## src/rtl/sp_ram_pkg.sv

```systemverilog
// Shared types and helpers for the byte-lane single-port RAM.
package sp_ram_pkg;

   typedef enum logic {
      CLEAR = 1'b0,
      IDLE  = 1'b1
   } state_t;

   function automatic int lane_count(input int data_w, input int lane_w);
      return data_w / lane_w;
   endfunction

endpackage

```

## src/rtl/sp_ram_rd_pipe.sv

```systemverilog
// Read-return delay line: READ_LAT register stages carrying rdata/rvalid.
// Data in every stage only moves with a valid, so the output holds its last read.
module sp_ram_rd_pipe #(
   parameter int DATA_W   = 8,
   parameter int READ_LAT = 1
) (
   input  logic              clk,
   input  logic              rst_n,
   input  logic              valid_i,
   input  logic [DATA_W-1:0] data_i,
   output logic              valid_o,
   output logic [DATA_W-1:0] data_o
);

   logic [READ_LAT-1:0]             valid_q;
   logic [READ_LAT-1:0][DATA_W-1:0] data_q;

   always_ff @(posedge clk or negedge rst_n) begin
      if (!rst_n) begin
         valid_q <= '0;
         data_q  <= '0;
      end else begin
         valid_q[0] <= valid_i;
         if (valid_i) begin
            data_q[0] <= data_i;
         end
         for (int s = 1; s < READ_LAT; s++) begin
            valid_q[s] <= valid_q[s-1];
            if (valid_q[s-1]) begin
               data_q[s] <= data_q[s-1];
            end
         end
      end
   end

   assign valid_o = valid_q[READ_LAT-1];
   assign data_o  = data_q[READ_LAT-1];

endmodule

```

## src/rtl/sp_ram_param.sv

```systemverilog
// Single-port RAM with per-lane write enables, zero-clear sequencer after reset
// or on request, and a configurable 1- or 2-cycle read return.
module sp_ram_param
   import sp_ram_pkg::*;
#(
   parameter int DATA_W   = 8,
   parameter int LANE_W   = 8,
   parameter int ADDR_W   = 6,
   parameter int DEPTH    = 64,
   parameter int READ_LAT = 1
) (
   input  logic                                clk,
   input  logic                                rst_n,
   input  logic                                req,
   input  logic                                we,
   input  logic [ADDR_W-1:0]                   addr,
   input  logic [DATA_W-1:0]                   wdata,
   input  logic [lane_count(DATA_W,LANE_W)-1:0] be,
   input  logic                                clr,
   output logic                                ready,
   output logic [DATA_W-1:0]                   rdata,
   output logic                                rvalid
);

   localparam int                LANES     = lane_count(DATA_W, LANE_W);
   localparam logic [ADDR_W:0]   DEPTH_L   = (ADDR_W+1)'(DEPTH);
   localparam logic [ADDR_W-1:0] LAST_WORD = ADDR_W'(DEPTH - 1);

   if ((LANE_W < 1) || ((DATA_W % LANE_W) != 0)) begin : g_bad_lane
      $fatal(1, "sp_ram_param: DATA_W must be a multiple of LANE_W");
   end
   if ((DEPTH < 1) || (DEPTH > (2 ** ADDR_W))) begin : g_bad_depth
      $fatal(1, "sp_ram_param: DEPTH out of range");
   end
   if ((READ_LAT != 1) && (READ_LAT != 2)) begin : g_bad_lat
      $fatal(1, "sp_ram_param: READ_LAT must be 1 or 2");
   end

   state_t            state_q, state_d;
   logic [ADDR_W-1:0] cnt_q, cnt_d;
   logic              accept;
   logic              in_range;
   logic              wr_en;
   logic              rd_en;
   logic              clr_wr;
   logic [DATA_W-1:0] rd_word;

   assign ready    = (state_q == IDLE);
   assign accept   = req & ready & ~clr;
   assign in_range = ({1'b0, addr} < DEPTH_L);
   assign wr_en    = accept & we & in_range;
   assign rd_en    = accept & ~we;
   // Memory has no reset; clear writes are held off while reset is asserted.
   assign clr_wr   = (state_q == CLEAR) & rst_n;

   for (genvar gi = 0; gi < LANES; gi++) begin : g_lane
      logic [LANE_W-1:0] mem_q [DEPTH];

      always_ff @(posedge clk) begin
         if (clr_wr) begin
            mem_q[cnt_q] <= '0;
         end else if (wr_en && be[gi]) begin
            mem_q[addr] <= wdata[gi*LANE_W +: LANE_W];
         end
      end

      assign rd_word[gi*LANE_W +: LANE_W] = in_range ? mem_q[addr] : '0;
   end

   always_ff @(posedge clk or negedge rst_n) begin
      if (!rst_n) begin
         state_q <= CLEAR;
         cnt_q   <= '0;
      end else begin
         state_q <= state_d;
         cnt_q   <= cnt_d;
      end
   end

   always_comb begin
      state_d = state_q;
      cnt_d   = cnt_q;
      unique case (state_q)
         CLEAR: begin
            if (cnt_q == LAST_WORD) begin
               state_d = IDLE;
               cnt_d   = '0;
            end else begin
               cnt_d = cnt_q + 1'b1;
            end
         end
         IDLE: begin
            if (clr) begin
               state_d = CLEAR;
               cnt_d   = '0;
            end
         end
         default: begin
            state_d = CLEAR;
            cnt_d   = '0;
         end
      endcase
   end

   sp_ram_rd_pipe #(
      .DATA_W   (DATA_W),
      .READ_LAT (READ_LAT)
   ) u_rd_pipe (
      .clk     (clk),
      .rst_n   (rst_n),
      .valid_i (rd_en),
      .data_i  (rd_word),
      .valid_o (rvalid),
      .data_o  (rdata)
   );

endmodule

```

## config.mk

```make
export PLATFORM = sky130hd
export DESIGN_NAME = sp_ram_param
export DESIGN_NICKNAME = d
export VERILOG_FILES = /design/src/rtl/sp_ram_pkg.sv /design/src/rtl/sp_ram_rd_pipe.sv /design/src/rtl/sp_ram_param.sv
export SDC_FILE = /design/constraint.sdc
export NUM_CORES = 1
export LEC_CHECK = 0
export CAP_MARGIN = 20
export CORE_AREA = 3 3 209 211
export CTS_BUF_LIST = sky130_fd_sc_hd__clkbuf_16
export CTS_CLUSTER_DIAMETER = 80
export DETAILED_ROUTE_END_ITERATION = 16
export DIE_AREA = 0 0 212 214
export GPL_TIMING_DRIVEN = 0
export PLACE_DENSITY = 0.66
export SLEW_MARGIN = 5
export SYNTH_ARGS = -nofsm -noshare
export SYNTH_HDL_FRONTEND = slang
export SYNTH_SLANG_ARGS = --single-unit
```

## constraint.sdc

```tcl
create_clock -name clk -period 3.2 [get_ports clk]
set_input_delay 0.32 -clock clk [delete_from_list [all_inputs] [get_ports clk]]
set_output_delay 0.32 -clock clk [all_outputs]
set_load 0.01 [all_outputs]
```

==> flow_summary_export.csv, run 1 <==
group,metric,value,unit
outcome,status,"complete, no violations",
synthesis,synth_largest_area_cell,"edfxtp_1",
synthesis,syn-instance-count,1113,
placed_design,dp_slack,-508,ps
synthesis,ys_seq_area_frac,0.751,
timing,fin_crit,3070,ps
clocking,cts-root-buf,"clkbuf_16",
global_route,grt_pass1_wl,69400,um
global_route,grt_pass1_vias,10700,
layout,multi_input_area,5410,sq um
placed_design,portBuffers,25,
clocking,postCtsHoldBufs,0,
detailed_routing,via_count,10500,
setup_path,crit_path_end_kind,"flip-flop",
detailed_routing,drc_errors,0,
power,total_power,0.0152,W
timing,period_share,0.960,
layout,post-route-util,0.577,
setup_path,arrival,3320,ps
run,cap_violations,0,
power,swShare,0.247,
timing,maxSlewViolCount,0,
timing,tightest_slew,952,ps
global_route,grt_use_met1,0.289,
clocking,numCtsBuffers,52,
synthesis,async_reset_ff_frac,0.0303,
setup_path,critical_path.top_delay_family,"simple AND/OR/NAND/NOR gates",
setup_path,critPathKind,"reg -> reg",
global_route,grt-ovfl-total,0,
timing,finalSetupViolCount,0,
setup_path,crit_chain,"nand2_1, nor2_1, and3_1, clkbuf_2, mux2i_1, nand2_2, nor2_4",
setup_path,crit_buf_inv,1,
setup_path,cp.required,3450,ps
clocking,cts.reportedPaths.clkPinSlew,70,ps
placed_design,place_inst,1686,
layout,antennaDiodeCount,0,
global_route,grtUsageMet3,0.0379,
setup_path,r2r_start,"ready",
global_route,grt_max_degree,49,
clocking,cts_setup_buffers,0,
setup_path,crit_start,"ready",
timing,relSlewSlack,0.363,
global_route,grt-busiest-layer,"met2",
detailed_routing,wire_per_inst,26.3,um
power,sequentialPowerShare,0.527,
synthesis,ys_types,37,
detailed_routing,routed_wl,46600,um
clocking,h-tree-depth,2,
power,switchingPower,0.00375,W
synthesis,yosys_most_used_dff,"edfxtp_1",
timing,clock.fmax,0.325,GHz
placed_design,gp_congestion,0.891,
hold_path,hp-class,"in -> async",
clocking,clock_path_buffers,3,
layout,final_cells,1774,
setup_path,start_kind,"flip-flop",
power,combPwrFrac,0.110,
global_route,antenna_found_initial,2,
floorplanning,chipHeight,214,um
layout,nets,1221,
synthesis,syn_area,21000,sq um
synthesis,ys_top_cells_by_count,"512 x edfxtp_1, 143 x mux2i_1, 73 x nor2_1",
clocking,cts_resized,84,
layout,n_fill_cell,3106,
floorplanning,row_count,75,
clocking,clk_latency,590,ps
power,ir_drop,0.000444,V
synthesis,yosysMostFrequentCell,"edfxtp_1",
placed_design,place_area,22100,sq um
synthesis,syn-num-nets,1134,
power,p_int,0.0114,W
timing,finClkSkew,11.6,ps
floorplanning,initial_utilization,0.501,
power,clkPwrFrac,0.363,
synthesis,ys_ff_latch,528,
global_route,grt_use_met2,0.332,
timing,fin_ws,127,ps
layout,drive_gt1_frac,0.210,
detailed_routing,drtIter0Drc,937,
synthesis,yosys_warnings,0,
clocking,tritoncts,"yes",
setup_path,cpPeakStageDelay,660,ps
layout,area_delta_synth_final,15.2,%
setup_path,cp_max_fo,11,
synthesis,synth_top_cell_area_share,0.732,
synthesis,syn_area_per_cell,18.9,sq um
detailed_routing,dr.pass1.iters,5,
power,power.leakage,7.47,nW
global_route,globalRouteTotalUtil,0.208,
floorplanning,die_w,212,um
detailed_routing,ant_nets,0,
power,p_per_area,627,nW/um^2
synthesis,synth_edf_count,512,
layout,regArea,15800,sq um
synthesis,synth.area.top_cells,"edfxtp_1 73%, mux2i_1 6.8%, mux4_2 5.4%",
timing,report.final.hold_viol_count,0,
clocking,clock-sinks,528,
floorplanning,ios,30,
setup_path,slowest_stage,"dfrtp_1",
layout,fin_area,24200,sq um
floorplanning,core-area,41900,sq um
placed_design,dp_hpwl,30700,um
detailed_routing,vias_per_cell,5.92,
floorplanning,dieArea,45400,sq um
## layout make-up
class	instances	area share
repair buffers	34	0.0187
multi-input cells	521	0.224
inverters	3	0.000465
well taps	539	0.0279
clock inverters	36	0.00703
clock buffers	53	0.0548
plain buffers	60	0.0156
flip-flops and latches	528	0.652
## worst register-to-register path, delay by kind of cell (launching register included)
| kind | cells | cell delay, ps |
|---|---|---|
| simple gates | 5 | 1380 |
| flops | 1 | 660 |
| mux | 1 | 420 |
| buf+inv | 1 | 270 |
## cells in the final DEF (no fill, tap or decap), types with 24 or more instances in the layout
cell	n
mux2i_1	141
clkdlybuf4s50_1	25
mux4_2	50
clkbuf_16	53
nand2_1	28
a21oi_1	24
nand3_1	34
edfxtp_1	512
a22oi_1	56
nor2_4	62
## power by group through the flow
stage	logic, W	registers (W)	clock network, W
2_1_floorplan	0.000817	0.00808	0
3_3_place_gp	0.00135	0.00812	0
3_5_place_dp	0.00137	0.00813	0
4_1_cts	0.00152	0.00799	0.00558
5_1_grt	0.00178	0.00802	0.00587
6_report	0.00167	0.00800	0.00551
## path summary, 6_finish.rpt
| path | to | slack (ps) | cells after the start |
|---|---|---|---|
| setup reg to reg | g_lane[0].mem_q[31][2] | 130 | 7 |
| min in group clk | u_rd_pipe.data_o[2] | 280 | 4 |
| hold reg to reg | u_rd_pipe.data_o[3] | 540 | 2 |
| hold / removal | cnt_q[5] | 260 | 1 |
| max in group asynchronous | u_rd_pipe.data_o[3] | 2350 | 1 |
| setup / recovery | g_lane[0].mem_q[31][2] | 130 | 7 |
## metrics by stage
stage               hold slack, ps  setup TNS (ps)
floorplan                     24.4               0
global placement               535         -643550
detailed placement             535         -149310
CTS                            218          -40530
global route                   305            -956
finish                         262               0
## flip-flops by register name, summed over array words and instances, names as in the netlist
name	cells
cnt_q	6
g_lane.mem_q	512
ready	1
u_rd_pipe.data_o	8
u_rd_pipe.valid_o	1
## cells by family after synthesis
family                     synth area share
xor gates and xnor gates            0.00125
muxes                                 0.155
buffers and inverters                0.0186
DFF                                   0.751
AOI/OAI and AO/OA                    0.0369
and+or+nand+nor                      0.0364
adders and majority gates          0.000596
## routing by layer
metal	vias up	share of wire
met2	316	0.49
li1	4690	-
met1	5393	0.42
met5	-	0.00084
met3	101	0.058
met4	4	0.033
Power figures use the tool's default switching activity.
==> inputs of run 2 (changes only) <==
--- a/config.mk
+++ b/config.mk
@@ -11,7 +11,6 @@
 export CTS_CLUSTER_DIAMETER = 80
 export DETAILED_ROUTE_END_ITERATION = 16
 export DIE_AREA = 0 0 212 214
-export GPL_TIMING_DRIVEN = 0
 export PLACE_DENSITY = 0.66
 export SLEW_MARGIN = 5
 export SYNTH_ARGS = -nofsm -noshare
==> flow_summary_export.csv, run 2 (synthesized netlist as in run 1, its figures left out) <==
group,metric,value,unit
outcome,status,"complete, no violations",
timing,maxSlewViolCount,0,
timing,clock.fmax,0.393,GHz
detailed_routing,vias_per_cell,5.87,
layout,layout_commonest_cell,"edfxtp_1",
hold_path,hp-class,"in -> async",
timing,fin_crit,2550,ps
floorplanning,core-area,41900,sq um
global_route,grt_pass1_wl,69100,um
clocking,clock_path_buffers,3,
clocking,cts_setup_buffers,0,
setup_path,arrival,2770,ps
clocking,clk_latency,600,ps
setup_path,rr_worst_depth,7,
placed_design,portBuffers,29,
clocking,cts-root-buf,"clkbuf_16",
placed_design,dp_hpwl,28300,um
global_route,grt_pass1_vias,10900,
setup_path,crit_chain,"nand2_1, nor2_1, and3_1, a32o_1, nand2_1, buf_4, nor2_1",
timing,finalSetupTns,0,ps
power,power.leakage,7.82,nW
power,ir_drop,0.000450,V
setup_path,critical_path.top_delay_family,"simple AND/OR/NAND/NOR gates",
floorplanning,die_w,212,um
clocking,cts_resized,0,
detailed_routing,maxUsedRoutingLayer,"met4",
timing,relSlewSlack,0.349,
layout,largest_register_ffs,512,
layout,n_fill_cell,3090,
clocking,tritoncts,"yes",
floorplanning,row_count,75,
setup_path,r2r_start,"ready",
layout,nets,1268,
floorplanning,chipHeight,214,um
detailed_routing,wl_met3,2510,um
setup_path,cp.required,3420,ps
setup_path,start_kind,"flip-flop",
layout,max_flop_register,"g_lane.mem_q",
detailed_routing,ant_nets,0,
setup_path,slowest_stage,"nor2_1",
power,p_per_area,628,nW/um^2
detailed_routing,drtIter0Drc,990,
layout,area_delta_synth_final,15.5,%
setup_path,regToRegEndpoint,"g_lane[0].mem_q[33][0]",
placed_design,place_inst,1731,
detailed_routing,drc_errors,0,
placed_design,gp_congestion,0.831,
timing,finClkSkew,27.1,ps
floorplanning,dieArea,45400,sq um
clocking,numCtsBuffers,53,
global_route,grt_max_degree,65,
timing,rsz0062_at_grt,"false",
detailed_routing,met2_length,22900,um
clocking,clock-sinks,528,
detailed_routing,via_count,10700,
floorplanning,initial_utilization,0.501,
clocking,postCtsHoldBufs,0,
layout,multi_input_area,4860,sq um
timing,tightest_slew,973,ps
layout,final_cells,1828,
run,cap_violations,0,
detailed_routing,dr.pass1.iters,5,
clocking,cts.reportedPaths.clkPinSlew,60,ps
layout,drive_gt1_frac,0.202,
setup_path,cp_max_fo,8,
floorplanning,ios,30,
global_route,globalRouteTotalUtil,0.205,
clocking,h-tree-depth,2,
global_route,grt-ovfl-total,0,
global_route,antenna_found_initial,0,
setup_path,critPathKind,"reg -> reg",
layout,antennaDiodeCount,0,
detailed_routing,wirelength_met1,19500,um
layout,layout_common_cells,"512 x edfxtp_1, 143 x mux2i_1, 97 x buf_4",
timing,period_share,0.796,
detailed_routing,routed_wl,46100,um
timing,finalSetupViolCount,0,
layout,regArea,15800,sq um
timing,report.final.hold_viol_count,0,
setup_path,crit_buf_inv,1,
setup_path,r2r_setup_slack,650,ps
setup_path,cpPeakStageDelay,650,ps
detailed_routing,wire_per_inst,25.2,um
setup_path,crit_path_end_kind,"flip-flop",
run 2: changes by cell type in the layout (fill, tap and decap cells not counted), sizes merged:
cell	delta
clkinv	+3
clkbuf	-25
clkinvlp	+4
clkdlybuf4s50	+1
bufinv	+2
buf	+70
inv	-1
run 2: metrics by stage:
step                      power (W)  worst slack, ps   util  area [sq um]  hold slack (ps)
after floorplan             0.00890              639      -         21000             24.4
after global placement      0.00957              233  0.539         22600              549
after detailed placement    0.00960              223  0.539         22600              544
after CTS                    0.0154              644  0.578         24300              240
after global routing         0.0157              504  0.578         24300              266
final                        0.0152              654  0.578         24300              301
run 2: final cells by class:
cell class              instances  share of cell area
flip-flops and latches        528               0.650
inverters                       3            0.000464
well taps                     539              0.0278
multi-input cells             521               0.200
clock buffers                  53              0.0547
repair buffers                140              0.0540
clock inverters                44              0.0125
run 2: how the worst max path moves through the flow:
stage             from                endpoint  slack, ps  cells past startpoint
2_1_floorplan    ready   g_lane[0].mem_q[0][0]        640                      6
3_3_place_gp   addr[1]     u_rd_pipe.data_o[1]        230                      8
3_5_place_dp   addr[1]     u_rd_pipe.data_o[1]        220                      8
4_1_cts          ready  g_lane[0].mem_q[17][7]        640                      7
5_1_grt          ready  g_lane[0].mem_q[58][6]        500                      8
6_report         ready  g_lane[0].mem_q[33][0]        650                      7
run 2: report_power, final:
| group | internal [W] | switching [W] |
|---|---|---|
| Sequential | 0.00782 | 0.000193 |
| Clock | 0.00326 | 0.00253 |
| Combinational | 0.000612 | 0.000833 |
run 2: metal layers:
| metal | GRT usage | vias up |
|---|---|---|
| met2 | 0.335 | 337 |
| met1 | 0.290 | 5551 |
| met4 | 0.0618 | 0 |
| met5 | 0 | - |
| li1 | - | 4764 |
| met3 | 0.0280 | 75 |
